**src/rtl/sevenseg_scan_n.sv**
```systemverilog
// -----------------------------------------------------------------------------
// sevenseg_scan_n
//   Time-multiplexed driver for an NDIGITS common-anode 7-segment display.
//   Each digit slot lasts 2**DIV_LOG2 clocks. The digit codes are captured at
//   slot boundaries. The outputs provide hex decode, a dash glyph, blanking,
//   optional leading-zero suppression and PWM brightness control.
//
// Parameters
//   NDIGITS   digits scanned (1..16), digit 0 is the rightmost
//   DIV_LOG2  log2 of clocks per digit slot
//   DUTY_W    brightness width, DUTY_W <= DIV_LOG2
//
// Ports
//   clk         system clock, rising edge
//   rst         asynchronous active-high reset
//   d_all       digit i code at [7*i+6:7*i] = {blank, dp, dash, data[3:0]}
//   brightness  0 = 1/2**DUTY_W duty, all ones = full duty
//   lz_en       1 = suppress leading zeros
//   segs_n      active-low segments {g,f,e,d,c,b,a}
//   dp_n        active-low decimal point
//   an_n        active-low anode enables (one-hot low or all ones)
// -----------------------------------------------------------------------------
module sevenseg_scan_n #(
  parameter int NDIGITS  = 8,
  parameter int DIV_LOG2 = 17,
  parameter int DUTY_W   = 3
) (
  input  logic                   clk,
  input  logic                   rst,
  input  logic [7*NDIGITS-1:0]   d_all,
  input  logic [DUTY_W-1:0]      brightness,
  input  logic                   lz_en,
  output logic [6:0]             segs_n,
  output logic                   dp_n,
  output logic [NDIGITS-1:0]     an_n
);

  localparam int          IDX_W      = (NDIGITS > 1) ? $clog2(NDIGITS) : 1;
  localparam logic [6:0]  CODE_BLANK = 7'b1000000;
  localparam logic [6:0]  SEG_OFF    = 7'h7F;
  localparam logic [6:0]  SEG_DASH   = 7'b0111111;

  logic [DIV_LOG2-1:0]  cnt_q, cnt_d;
  logic [IDX_W-1:0]     idx_q, idx_d;
  logic [7*NDIGITS-1:0] snap_q, snap_d;
  logic [6:0]           segs_n_q, segs_n_d;
  logic                 dp_n_q, dp_n_d;
  logic [NDIGITS-1:0]   an_n_q, an_n_d;

  // Combinational helpers for the currently scanned digit.
  logic [6:0]           cur_code;
  logic                 cur_supp;
  logic [NDIGITS-1:0]   supp;
  logic                 zero_run;
  logic [DUTY_W-1:0]    duty;
  logic                 pwm_on;

  function automatic logic [6:0] hex_decode(input logic [3:0] v);
    case (v)
      4'h0: hex_decode = 7'b1000000;
      4'h1: hex_decode = 7'b1111001;
      4'h2: hex_decode = 7'b0100100;
      4'h3: hex_decode = 7'b0110000;
      4'h4: hex_decode = 7'b0011001;
      4'h5: hex_decode = 7'b0010010;
      4'h6: hex_decode = 7'b0000010;
      4'h7: hex_decode = 7'b1111000;
      4'h8: hex_decode = 7'b0000000;
      4'h9: hex_decode = 7'b0010000;
      4'hA: hex_decode = 7'b0001000;
      4'hB: hex_decode = 7'b0000011;
      4'hC: hex_decode = 7'b1000110;
      4'hD: hex_decode = 7'b0100001;
      4'hE: hex_decode = 7'b0000110;
      default: hex_decode = 7'b0001110;
    endcase
  endfunction

  // Slot counter, digit index and snapshot advance together at the slot end.
  always_comb begin
    // NOTE: every combinational output gets a default first so no path leaves it unassigned (no latch).
    cnt_d  = cnt_q + 1'b1;
    idx_d  = idx_q;
    snap_d = snap_q;
    if (cnt_q == '1) begin
      idx_d  = (idx_q == IDX_W'(NDIGITS - 1)) ? '0 : idx_q + 1'b1;
      snap_d = d_all;
    end
  end

  // Leading-zero suppression: a digit is dark while it and every digit above it
  // hold the plain zero code. Digit 0 always shows.
  always_comb begin
    supp     = '0;
    zero_run = lz_en;
    for (int k = NDIGITS - 1; k >= 0; k--) begin
      zero_run = zero_run && (snap_q[7*k +: 7] == 7'b0000000);
      supp[k]  = zero_run;
    end
    supp[0] = 1'b0;
  end

  // Select the digit currently being scanned.
  always_comb begin
    cur_code = CODE_BLANK;
    cur_supp = 1'b0;
    for (int i = 0; i < NDIGITS; i++) begin
      if (idx_q == IDX_W'(i)) begin
        cur_code = snap_q[7*i +: 7];
        cur_supp = supp[i];
      end
    end
  end

  assign duty   = cnt_q[DIV_LOG2-1 -: DUTY_W];
  assign pwm_on = (duty <= brightness);

  // Output decode, priority blank > suppressed > dash > hex. The anode follows
  // PWM even for a blanked digit.
  always_comb begin
    segs_n_d = SEG_OFF;
    dp_n_d   = 1'b1;
    an_n_d   = '1;
    if (pwm_on) begin
      an_n_d = ~(NDIGITS'(1) << idx_q);
      if (!(cur_code[6] || cur_supp)) begin
        segs_n_d = cur_code[4] ? SEG_DASH : hex_decode(cur_code[3:0]);
        dp_n_d   = ~cur_code[5];
      end
    end
  end

  // NOTE: sequential state uses non-blocking assignments so all registers update from pre-edge values.
  always_ff @(posedge clk or posedge rst) begin
    if (rst) begin
      cnt_q    <= '0;
      idx_q    <= '0;
      // NOTE: the snapshot is a register bank, not a RAM, and is reset so the first slot shows blank.
      snap_q   <= {NDIGITS{CODE_BLANK}};
      segs_n_q <= SEG_OFF;
      dp_n_q   <= 1'b1;
      an_n_q   <= '1;
    end else begin
      cnt_q    <= cnt_d;
      idx_q    <= idx_d;
      snap_q   <= snap_d;
      segs_n_q <= segs_n_d;
      dp_n_q   <= dp_n_d;
      an_n_q   <= an_n_d;
    end
  end

  assign segs_n = segs_n_q;
  assign dp_n   = dp_n_q;
  assign an_n   = an_n_q;

endmodule

```
**config.mk**
```make
export PLATFORM = sky130hd
export DESIGN_NAME = sevenseg_scan_n
export DESIGN_NICKNAME = d
export VERILOG_FILES = /design/src/rtl/sevenseg_scan_n.sv
export SDC_FILE = /design/constraint.sdc
export NUM_CORES = 1
export LEC_CHECK = 0
export BUFFER_PORTS_ARGS = -buffer_cell sky130_fd_sc_hd__buf_2
export CORE_UTILIZATION = 35
export DETAILED_ROUTE_END_ITERATION = 8
export SYNTH_ARGS = -nofsm -noshare
export SYNTH_HDL_FRONTEND = slang
export SYNTH_SLANG_ARGS = --single-unit
```
**constraint.sdc**
```tcl
create_clock -name clk -period 3 [get_ports clk]
set_input_delay 0.15 -clock clk [delete_from_list [all_inputs] [get_ports clk]]
set_output_delay 0.15 -clock clk [all_outputs]
set_load 0.01 [all_outputs]
```
* Word level (Yosys, flattened, before mapping)
Memory sizes are Yosys's and may differ from the RTL's.
Cells that the tools add are included.
** Operators by class
- Add/sub/neg operators :: 2
- Multiply operators :: 0
- Divide/modulo/power cells :: 0
- Magnitude comparators :: 1
- Equal/unequal tests :: 8
- Shifts and indexed selects :: 1
- Multiplexer cells :: 22
- Bitwise logic cells :: 2
- Reduce and logical (&&, ||, !) cells :: 16
** Operators with widths (number)
- 7-bit two-way mux :: 11
- 7-bit zero test :: 7
- 17-bit by 1-bit adder with 17-bit output, second input constant :: 1
- 17-bit equality test, second input constant :: 1
- 3-bit equality test, second input constant :: 4
- 1-bit two-way mux :: 9
- 8-bit two-way mux :: 1
- 8-bit inverter :: 1
- 1-bit by 3-bit left shift with 8-bit output, first input constant :: 1
- 1-bit logical AND :: 7
- 3-bit by 2-bit equality test with 1-bit output, second input constant :: 2
- 3-bit by 1-bit adder with 3-bit output, second input constant :: 1
- 3-bit by 1-bit equality test with 1-bit output, second input constant :: 1
- 3-bit less-or-equal comparator :: 1
- 3-bit zero test :: 1
- 3-bit two-way mux :: 1
- 1-bit logical OR :: 1
- 1-bit inverter :: 1
** Word-level totals
- Flip-flop bits (word level) :: 92
- Latch bits :: 0
- RAM bits :: 0
- Bits in read-only memories :: 112
- Input port bits :: 62
- Output and inout bits :: 16
- Word-level logic and storage cells :: 59
- Memories kept :: 1
** Memory list
- (no name shown) :: words 16, bits a word 7, rd ports 1, clocked after memory_dff 0, wr ports 0, line 59 : case (v)

* Depth between registers and ports, before layout
Gate-level depths: netlist of run 1.
- Depth after elaboration :: 18
- Mapped depth :: 15

* Least setup slack after synthesis of run 1
Ideal clock, no wire load.
- Path type :: register to register
- Start :: register idx_q[2]
- End :: register segs_n_q[3], in the netlist segs_n[3]
- Data arrival time :: 2.600 ns
- Slack :: 0.323 ns
- Cell stages (with the launch flop) :: 16
- Path buffers :: 3
- Cell sequence :: dfrtp_1 buf_6 inv_1 ha_1 buf_6 clkbuf_1 nor2b_1 o31ai_1 a2bb2oi_1 o21a_1 inv_1 ha_1 inv_1 a21oi_1 a211o_1 a21o_1
** On the way
- Cells in the longest elaborated chain, start to end :: 13
- Elaborated cells between the ends (all ways) :: 28
- Those cells by class :: eq/ne (7); mux (18); reduce/logical (2); memory (1)
** RTL lines
- from (decl) :: line 44 : logic [IDX_W-1:0] idx_q, idx_d;
- from (signal assigned) :: line 145 : idx_q <= idx_d;
- 3-bit zero test :: line 108 : if (idx_q == IDX_W'(i)) begin
- 7-bit two-way mux (8 in a row) :: line 108
- memory 16 x 7 bit
- 7-bit two-way mux :: line 127 : segs_n_d = cur_code[4] ? SEG_DASH : hex_decode(cur_code[3:0]);
- 7-bit two-way mux (*) :: line 126 : if (!(cur_code[6] || cur_supp)) begin
- 7-bit two-way mux (*) :: line 124 : if (pwm_on) begin
- via segs_n_d[3] :: line 46 : logic [6:0] segs_n_q, segs_n_d;
- to (signal assigned) :: line 147 : segs_n_q <= segs_n_d;
- to (decl) :: line 46
The timed path passes the listed nets; every way through them passes the cells marked *.
A chain may end at the register's enable or synchronous reset.

* Final worst setup path of run 1
- Start :: register idx_q[0]
- End :: register segs_n_q[4], in the netlist segs_n[4]
The elaborated chain is that of the path after synthesis.

==> results of run 1 <==
## kinds of logic after synthesis
logic type      count (synthesis)
fa+ha+maj                      17
simple gates                  119
xor+xnor                       15
buf+inv                        44
compound gates                 85
mux                            52
flops                          92
## through the flow
stage	setup WS (ns)	util	hold slack [ns]	instance area [sq um]	power (W)
floorplan	0.323	-	0.264	4710	0.00130
global placement	0.288	0.400	0.253	5270	0.00136
detailed placement	0.215	0.400	0.257	5270	0.00136
CTS	0.195	0.424	0.00370	5590	0.00254
global route	0.0445	0.424	0.0141	5600	0.00260
finish	0.227	0.424	0.0117	5600	0.00250
## worst reg2reg max path: cells and delay by family (launching register included)
kind | cells | cell delay, ns
AO/OA/AOI/OAI | 5 | 1.21
adder cells (fa/ha/maj) | 2 | 0.56
AND/OR/NAND/NOR | 1 | 0.51
flip-flops | 1 | 0.40
## synth_stat cells (5+ instances only)
library cell,n
nand3b_1,7
dfstp_2,24
o21ai_0,17
buf_2,5
nor3_1,8
o21ai_1,5
nand3_1,16
nor4_1,9
buf_6,6
inv_1,19
ha_1,17
nor3b_1,5
clkbuf_1,11
nor2_1,10
nand2_1,39
o21a_1,5
mux2_2,50
a21oi_1,20
dfrtp_1,68
xnor2_1,11
## flip-flops by register name, indices dropped and copies added (netlist names)
signal / flops
idx_q: 3
snap_q: 56
dp_n: 1
an_n: 8
segs_n: 7
cnt_q: 17
## worst max path at each step
| stage | from | slack (ns) | endpoint | depth (start not counted) |
|---|---|---|---|---|
| detailed placement | idx_q[0]$_DFFE_PP0N_ | 0.21 | segs_n[4]$_DFF_PP1_ | 12 |
| global route | idx_q[0]$_DFFE_PP0N_ | 0.04 | segs_n[4]$_DFF_PP1_ | 8 |
| global placement | idx_q[0]$_DFFE_PP0N_ | 0.29 | segs_n[4]$_DFF_PP1_ | 8 |
| floorplan | idx_q[2]$_DFFE_PP0N_ | 0.32 | segs_n[3]$_DFF_PP1_ | 15 |
| CTS | idx_q[0]$_DFFE_PP0N_ | 0.20 | segs_n[4]$_DFF_PP1_ | 12 |
| finish | idx_q[0]$_DFFE_PP0N_ | 0.23 | segs_n[4]$_DFF_PP1_ | 8 |
## final cells by class
class	count	area [sq um]
sequential	92	2330
tap	176	220
multi-input combinational	288	2160
fill	1266	7590
timing repair buffer	91	505
clock inverter	6	68.8
clock buffer	10	239
inverter	19	72.6
## per-layer routing
layer | vias to the layer above | share of wire | routed length (um)
met5 | - | 0 | 0
met4 | 0 | 0.014 | 153
met3 | 8 | 0.044 | 494
met2 | 84 | 0.48 | 5410
met1 | 1739 | 0.46 | 5160
li1 | 1665 | - | -
## power breakdown
part	internal, W	switching [W]
Sequential	0.00125	0.000000798
Combinational	0.0000399	0.0000471
Clock	0.000674	0.000492
Total	0.00196	0.000540
## timing repair
action,CTS,global route
hold buffers,1,0
endpoints found under the hold margin,30,0
gates resized for setup,0,3
endpoints found under the setup margin,0,2
setup buffers,0,0
==> flow_summary.ini, run 1 <==
[outcome]
status = completed

[place]
gp_congestion = 0.930
numPlacedInstances = 665
dp_hpwl_mm = 8.50
io_buffers = 77

[global_route]
grt_util_met3 = 0.0383
grt_overflow = 0
busiest_layer = met2
grt_max_degree = 69
grt_usage = 0.177
grt_pass1_vias = 3633
antenna_found_initial = 0
grt_use_met1 = 0.231
grt_pass1_wl_mm = 18.9
grt.met2_usage = 0.289

[clock_tree]
ctsHtreeMaxLevel = 3
cts_root_buf = clkbuf_16
cts_tree = built
clock_sinks = 92
clock_latency_ns = 0.35
numCtsBuffers = 9
cts_buffer_depth = 2
clk_pin_slew_ns = 0.07

[logic_synthesis]
synth_area_sq_mm = 0.00471
syn_inst = 424
async_flop_share = 1.00
netlist.area_leader.share = 0.361
yosysWarnings = 0
synth_fp_nets = 503
synth_edf_count = 0
ys_ff_latch = 92
synth-compound-area-share = 0.126
synth-simple-area-share = 0.134
synthAdderAreaFrac = 0.0452
synth_top_family_by_area = simple AND/OR/NAND/NOR gates
syn_avg_cell_area_sq_um = 11.1
synth-seq-area-share = 0.495
synth_xor_area_frac = 0.0279
synth_area_leader_cell = dfrtp_1
synth.area.top_cells = dfrtp_1 36%, dfstp_2 13%, mux2_2 12%
yosysUniqueCellTypes = 60
ys.flop_type = dfrtp_1
synth.mux.area_fraction = 0.124

[cells_and_area]
drive_above_1_share = 0.385
fin_cells = 682
diodes = 0
final_cell_mix = 77 x buf_2, 68 x dfrtp_1, 50 x mux2_2
final_common_cell = buf_2
fin_nets = 580
syn2layout_area_growth_pct = 18.9

[setup_path]
r2r-end = segs_n[4]$_DFF_PP1_
crit_family = compound AO/OA/AOI/OAI gates
crit_buf_inv = 0
worstSetupEndpointType = flip-flop
crit_type = flip-flop to flip-flop
path_max_fanout = 13
cp_slowest_cell = or3b_1
ff2ff_path_depth = 8
startpoint_type = flip-flop
r2r-start = idx_q[0]$_DFFE_PP0N_
arrival_ns = 3.05
slowest_delay_ns = 0.51
cp.required_ns = 3.27
critical_path.most_common_cell = ha_1
crit_path_cell_trace = ha_1 > ha_1 > a211oi_2 > o31ai_1 > a31oi_1 > o2111ai_1 > or3b_1 > a311o_1
r2r_setup_slack_ns = 0.23

[hold_path]
hold_path_end = snap_q[18]$_DFFE_PP0N_
hold_start = d_all[18]
holdPathStages = 3
hp-class = input port to flip-flop

[detailed_routing]
first_pass_iters = 4
avgRoutedWirePerCell_um = 16.4
finalWirelength_mm = 11.2
viasPerCell = 5.13
drt_iter0_drc = 204
vias = 3496
drtAntennaViolNets = 0
drc = 0

[sta]
rsz0062_at_grt = false
setup_viol = 0
fin_skew_ns = 0.00762
tns_ns = 0
clock.fmax_ghz = 0.361
fin_crit_ns = 2.77
hold_violations = 0
tightest_slew_ns = 0.675
maxSlewViolCount = 0
max_slew_margin = 0.549
period_share = 0.924

[floorplanning]
die-area_sq_mm = 0.0139
die_y_um = 118
initial_core_util = 0.357
die_w_um = 118
coreArea_sq_mm = 0.0132
io_pins = 78
num_rows = 42

[power_and_ir_drop]
p_leak_nw = 2.63
pwr_density_cell_mw_per_mm2 = 447
peakVddDrop_uv = 278

[flow_run]
maxCapViolCount = 0
No activity file was read; power rests on OpenSTA's default activity.
==> run 2: changes to the inputs <==
Settings changed: ABC_AREA set to 1, CAP_MARGIN set to 0, CTS_CLUSTER_SIZE set to 40.
==> run 2 against run 1 <==
  * Clock power is 9% lower
  * Area after synthesis is 0.32% lower
  * Via count up 12%
  * Combinational power down 14%
  * Worst hold slack better by 0.0044 ns
  * Sequential share of layout area increased by 0.18 points
  * Worst setup slack gained 0.10 ns
  * Design area fell by 0.42%
  * Clock skew is 0.0027 ns lower
  * Critical path type unchanged
==> flow_summary.ini, run 2 <==
[power_and_ir_drop]
p_comb_frac = 0.032
p_sw_w = 0.000521
pwr_density_cell_mw_per_mm2 = 428
internal_power_w = 0.00186
peakVddDrop_uv = 276
clockPowerShare = 0.447
power_w = 0.00238
switching_share = 0.219
sequentialPowerShare = 0.521
p_leak_nw = 2.77

[detailed_routing]
first_pass_iters = 5
finalWirelength_mm = 10.8
vias = 3926
drt_iter0_drc = 256
drtAntennaViolNets = 0
viasPerCell = 4.66
drc = 0
avgRoutedWirePerCell_um = 12.8

[setup_path]
crit_family = simple AND/OR/NAND/NOR gates
startpoint_type = flip-flop
crit_type = flip-flop to flip-flop
worstSetupEndpointType = flip-flop
cp_num_cells = 21
worstSetupEndpoint = segs_n[6]$_DFF_PP1_
slowest_delay_ns = 0.41
critical_path.most_common_cell = nand2_1
ff2ff_path_depth = 21
r2r-end = segs_n[6]$_DFF_PP1_
r2r-start = idx_q[1]$_DFFE_PP0N_
r2r_setup_slack_ns = 0.33
crit_buf_inv = 4
cp_slowest_cell = dfrtp_1
cp-startpoint = idx_q[1]$_DFFE_PP0N_
crit_path_cell_trace = inv_1 > ha_1 > inv_2 > nor2_8 > nand2_1 > nand3_1 > nand3_1 > nand2_1 > nand2_1 > nand2_1 > nand2_1 > nand2_1 > nand2_1 > inv_1 > ha_1 > nand3_1 > nand2_1 > inv_1 > nand2_1 > nand2_1 > nand2_1
path_max_fanout = 7
cp.required_ns = 3.28
arrival_ns = 2.95

[logic_synthesis]
synth.area.top_cells = dfrtp_1 36%, nand2_1 16%, dfstp_2 13%
synth_area_leader_cell = dfrtp_1
netlist.area_leader.share = 0.363
synth_fp_nets = 666
ys_ff_latch = 92
ys.flop_type = dfrtp_1
async_flop_share = 1.00
yosysWarnings = 0
synth-seq-area-share = 0.497
synth_edf_count = 0
yosysMostFrequentCell = nand2_1
syn_inst = 587
synthTopCellsByCount = 198 x nand2_1, 80 x inv_1, 68 x dfrtp_1, 57 x o21ai_0, 40 x nand3_1
yosysUniqueCellTypes = 32
syn_avg_cell_area_sq_um = 8.00
synth_area_sq_mm = 0.00469

[cells_and_area]
largest_register_ffs = 56
fin_nets = 745
top_register = snap_q
final_common_cell = nand2_1
drive_above_1_share = 0.210
diodes = 0
final_cell_mix = 198 x nand2_1, 79 x inv_1, 77 x buf_2
final_area_sq_mm = 0.00557
syn2layout_area_growth_pct = 18.7

[sta]
fin_crit_ns = 2.67
period_share = 0.891
fin_ws_ns = 0.328
tightest_slew_ns = 0.713
setup_viol = 0
tns_ns = 0
maxSlewViolCount = 0
clock.fmax_ghz = 0.374
hold_violations = 0
rsz0062_at_grt = false
fin_skew_ns = 0.00497
max_slew_margin = 0.525

[place]
io_buffers = 77
gp_congestion = 0.836
dp_hpwl_mm = 8.24
placed_cell_area_sq_mm = 0.00528
dpl_worst_slack_ns = 0.343

[clock_tree]
clock_latency_ns = 0.34
clock_sinks = 92
cts_setup_buffers = 0
cts_root_buf = clkbuf_16
cts_tree = built
cts_buffer_depth = 2
ctsHtreeMaxLevel = 3
numCtsBuffers = 9
clk_pin_slew_ns = 0.07

[global_route]
antenna_found_initial = 0
grt_overflow = 0
grt_pass1_wl_mm = 18.4
grt_usage = 0.167
grt_max_degree = 52
grt_pass1_vias = 3910

[floorplanning]
die_y_um = 118
die_w_um = 118
coreArea_sq_mm = 0.0128
die-area_sq_mm = 0.0139
num_rows = 41
initial_core_util = 0.366
io_pins = 78

[hold_path]
hp-class = input port to flip-flop

[outcome]
status = completed

[flow_run]
maxCapViolCount = 0
==> run 2: area by class of cell <==
cell class / instances / area (sq um)
Tap cell: 172 / 215
Timing Repair Buffer: 84 / 453
Fill cell: 1322 / 7250
Clock inverter: 5 / 36.3
Clock buffer: 11 / 243
Sequential cell: 92 / 2330
Inverter: 85 / 320
Multi-Input combinational cell: 394 / 1970
==> run 2: metrics by stage <==
| stage | instances | util | hold slack [ns] |
|---|---|---|---|
| after floorplan | 587 | - | 0.246 |
| after global placement | 826 | 0.412 | 0.293 |
| after detailed placement | 826 | 0.412 | 0.291 |
| after CTS | 843 | 0.435 | 0.0106 |
| after global routing | 843 | 0.435 | 0.0100 |
| final | 843 | 0.435 | 0.0160 |
==> run 2: cells by family after synthesis <==
family                     count (synthesis)  share of synthesized area
and+or+nand+nor                          288                      0.265
buffers and inverters                    101                     0.0832
DFF                                       92                      0.497
AOI/OAI and AO/OA                         75                     0.0834
adders and majority gates                 17                     0.0453
xor gates and xnor gates                  14                     0.0261
==> run 2: worst min path at each step <==
stage | start | endpoint | slack, ns | depth (start not counted)
after detailed placement | rst | snap_q[18]$_DFFE_PP0N_ | 0.29 | 2
after global routing | d_all[44] | snap_q[44]$_DFFE_PP0N_ | 0.01 | 3
after global placement | rst | snap_q[18]$_DFFE_PP0N_ | 0.29 | 2
after CTS | d_all[30] | snap_q[30]$_DFFE_PP0N_ | 0.01 | 3
final | d_all[44] | snap_q[44]$_DFFE_PP0N_ | 0.02 | 3
after floorplan | d_all[34] | snap_q[34]$_DFFE_PP1N_ | 0.25 | 2
==> run 2: timing repair <==
action | CTS | global route
hold endpoints to repair | 24 | 0
resized for setup | 0 | 0
setup endpoints to repair | 0 | 0
hold buffers | 1 | 0
==> run 2: power by group through the flow <==
stage / clock network (W) / registers [W] / logic [W]
2_1_floorplan: 0 / 0.00127 / 0.0000224
3_3_place_gp: 0 / 0.00126 / 0.0000762
3_5_place_dp: 0 / 0.00126 / 0.0000776
4_1_cts: 0.00108 / 0.00124 / 0.0000788
5_1_grt: 0.00114 / 0.00124 / 0.0000872
6_report: 0.00107 / 0.00124 / 0.0000753
==> run 2: worst reg2reg max path: cells and delay by family (launching register included) <==
kind	cells	cell delay, ns
DFF	1	0.41
and+or+nand+nor	15	1.28
adders and majority gates	2	0.51
buffers and inverters	4	0.44
==> run 2: layer usage <==
metal / GRT usage / share of wire
met1: 0.229 / 0.49
met2: 0.263 / 0.45
met3: 0.0359 / 0.046
met4: 0.0529 / 0.013
met5: 0 / 0
==> run 3: changes to the inputs <==
Settings changed: GPL_TIMING_DRIVEN set to 0.
==> run 3 against run 2 <==
  * Die area stayed put
  * Worst setup slack worse by 0.025 ns
  * First-iteration DRC count is 26% lower
  * Non-clock buffer count is 16 higher
  * Power is 11% higher
  * Critical path type unchanged
  * Largest power group is now clock
==> flow_summary.ini, run 3 (synthesis results as in run 2) <==
[global_route]
grt_max_degree = 71
grt_pass1_wl_mm = 19.4
grt.met2_usage = 0.278
grt_use_met1 = 0.243
antenna_found_initial = 0
grt_util_met3 = 0.0475
grt_usage = 0.178
grt_overflow = 0
busiest_layer = met2
grt_pass1_vias = 3950

[setup_path]
cp_slowest_cell = dfrtp_1
r2r_setup_slack_ns = 0.30
arrival_ns = 2.91
path_max_fanout = 10
cp_num_cells = 11
cp.required_ns = 3.21
r2r-end = idx_q[1]$_DFFE_PP0N_
worstSetupEndpointType = flip-flop
crit_buf_inv = 2
crit_type = flip-flop to flip-flop
r2r-start = cnt_q[0]$_DFF_PP0_
startpoint_type = flip-flop
critical_path.most_common_cell = nand3_1
crit_path_cell_trace = ha_1 > nand3_1 > nor3b_2 > nand3_1 > nor2_1 > nand4_1 > nor4_1 > ha_2 > clkbuf_4 > clkbuf_1 > o21ai_0
worstSetupEndpoint = idx_q[1]$_DFFE_PP0N_
ff2ff_path_depth = 11
slowest_delay_ns = 0.37
cp-startpoint = cnt_q[0]$_DFF_PP0_
crit_family = simple AND/OR/NAND/NOR gates

[floorplanning]
io_pins = 78
num_rows = 41
coreArea_sq_mm = 0.0128
initial_core_util = 0.366
die_w_um = 118
die-area_sq_mm = 0.0139
die_y_um = 118

[cells_and_area]
multi_input_area_sq_mm = 0.00198
fin_nets = 761
syn2layout_area_growth_pct = 22.4
final_common_cell = nand2_1
nFillCells = 1301
diodes = 0
top_register = snap_q
final_cell_mix = 198 x nand2_1, 80 x buf_2, 79 x inv_1
final_util = 0.448
drive_above_1_share = 0.214
seq_area_sq_mm = 0.00233
final_area_sq_mm = 0.00574
largest_register_ffs = 56

[clock_tree]
numCtsBuffers = 9
clock_sinks = 92
clock_latency_ns = 0.35
ctsHtreeMaxLevel = 3
cts_tree = built
cts_buffer_depth = 2
cts_root_buf = clkbuf_16
clk_pin_slew_ns = 0.07

[sta]
period_share = 0.899
tns_ns = 0
tightest_slew_ns = 0.429
fin_skew_ns = 0.00691
fin_crit_ns = 2.70
max_slew_margin = 0.714
setup_viol = 0
hold_violations = 0
maxSlewViolCount = 0
clock.fmax_ghz = 0.371

[power_and_ir_drop]
internal_power_w = 0.00212
switching_share = 0.201
p_leak_nw = 2.86
power_w = 0.00265
clockPowerShare = 0.501
p_sw_w = 0.000534
p_comb_frac = 0.031
pwr_density_cell_mw_per_mm2 = 462
sequentialPowerShare = 0.468
peakVddDrop_uv = 340

[outcome]
status = completed

[detailed_routing]
drc = 0
avgRoutedWirePerCell_um = 13.5
drtAntennaViolNets = 0
viasPerCell = 4.64
drt_iter0_drc = 190
vias = 3982
finalWirelength_mm = 11.6
first_pass_iters = 4

[flow_run]
maxCapViolCount = 0

[hold_path]
hold_start = d_all[11]
hp-class = input port to flip-flop

[place]
dp_hpwl_mm = 8.59
io_buffers = 77
placed_cell_area_sq_mm = 0.00532
gp_congestion = 0.836
## run 3: per-layer routing
metal  up-vias  wire length [um]
met5         -                 0
met3        12               563
met4         0               149
met2        85              5130
li1       2030                 -
met1      1855              5710
## run 3: worst min-delay path by stage
stage | slack [ns] | cells after the start | end
floorplan | 0.25 | 2 | snap_q[34]$_DFFE_PP1N_
global placement | 0.35 | 3 | snap_q[7]$_DFFE_PP0N_
detailed placement | 0.15 | 2 | snap_q[18]$_DFFE_PP0N_
CTS | 0.002 | 3 | snap_q[8]$_DFFE_PP0N_
global route | 0.01 | 3 | snap_q[44]$_DFFE_PP0N_
finish | 0.006 | 3 | snap_q[11]$_DFFE_PP0N_
## run 3: per-stage QoR
stage | worst slack, ns | std cells | hold slack [ns]
6_report | 0.303 | 859 | 0.00600
5_1_grt | -0.0119 | 859 | 0.0119
4_1_cts | 0.0942 | 858 | 0.00181
3_5_place_dp | -0.263 | 837 | 0.148
3_3_place_gp | -0.625 | 836 | 0.354
2_1_floorplan | 0.458 | 587 | 0.246
## run 3: worst reg2reg max path: stages, from the launching register on
cell,delay [ns]
dfrtp_1,0.37
ha_1,0.19
nand3_1,0.13
nor3b_2,0.23
nand3_1,0.13
nor2_1,0.11
nand4_1,0.11
nor4_1,0.23
ha_2,0.30
clkbuf_4,0.22
clkbuf_1,0.35
o21ai_0,0.18
## run 3: timing repair
item,in CTS,in global routing
endpoints found under the setup margin,58,57
hold endpoints to repair,20,0
hold buffers,5,0
setup buffers,0,1
pin swaps,0,1
resized for setup,3,10
## run 3: power by group through the flow
stage,Clock [W],Sequential [W],Combinational [W]
after floorplan,0,0.00127,0.0000224
after global routing,0.00140,0.00124,0.0000936
final,0.00133,0.00124,0.0000820
after CTS,0.00135,0.00124,0.0000851
after detailed placement,0,0.00126,0.0000796
after global placement,0,0.00126,0.0000736
## run 3: layout make-up
cell class | instances | area share
plain buffers | 16 | 0.0139
clock buffers | 12 | 0.0429
clock inverters | 4 | 0.0170
inverters | 85 | 0.0560
multi-input cells | 394 | 0.345
flip-flops and latches | 92 | 0.406
well taps | 172 | 0.0375
repair buffers | 84 | 0.0819
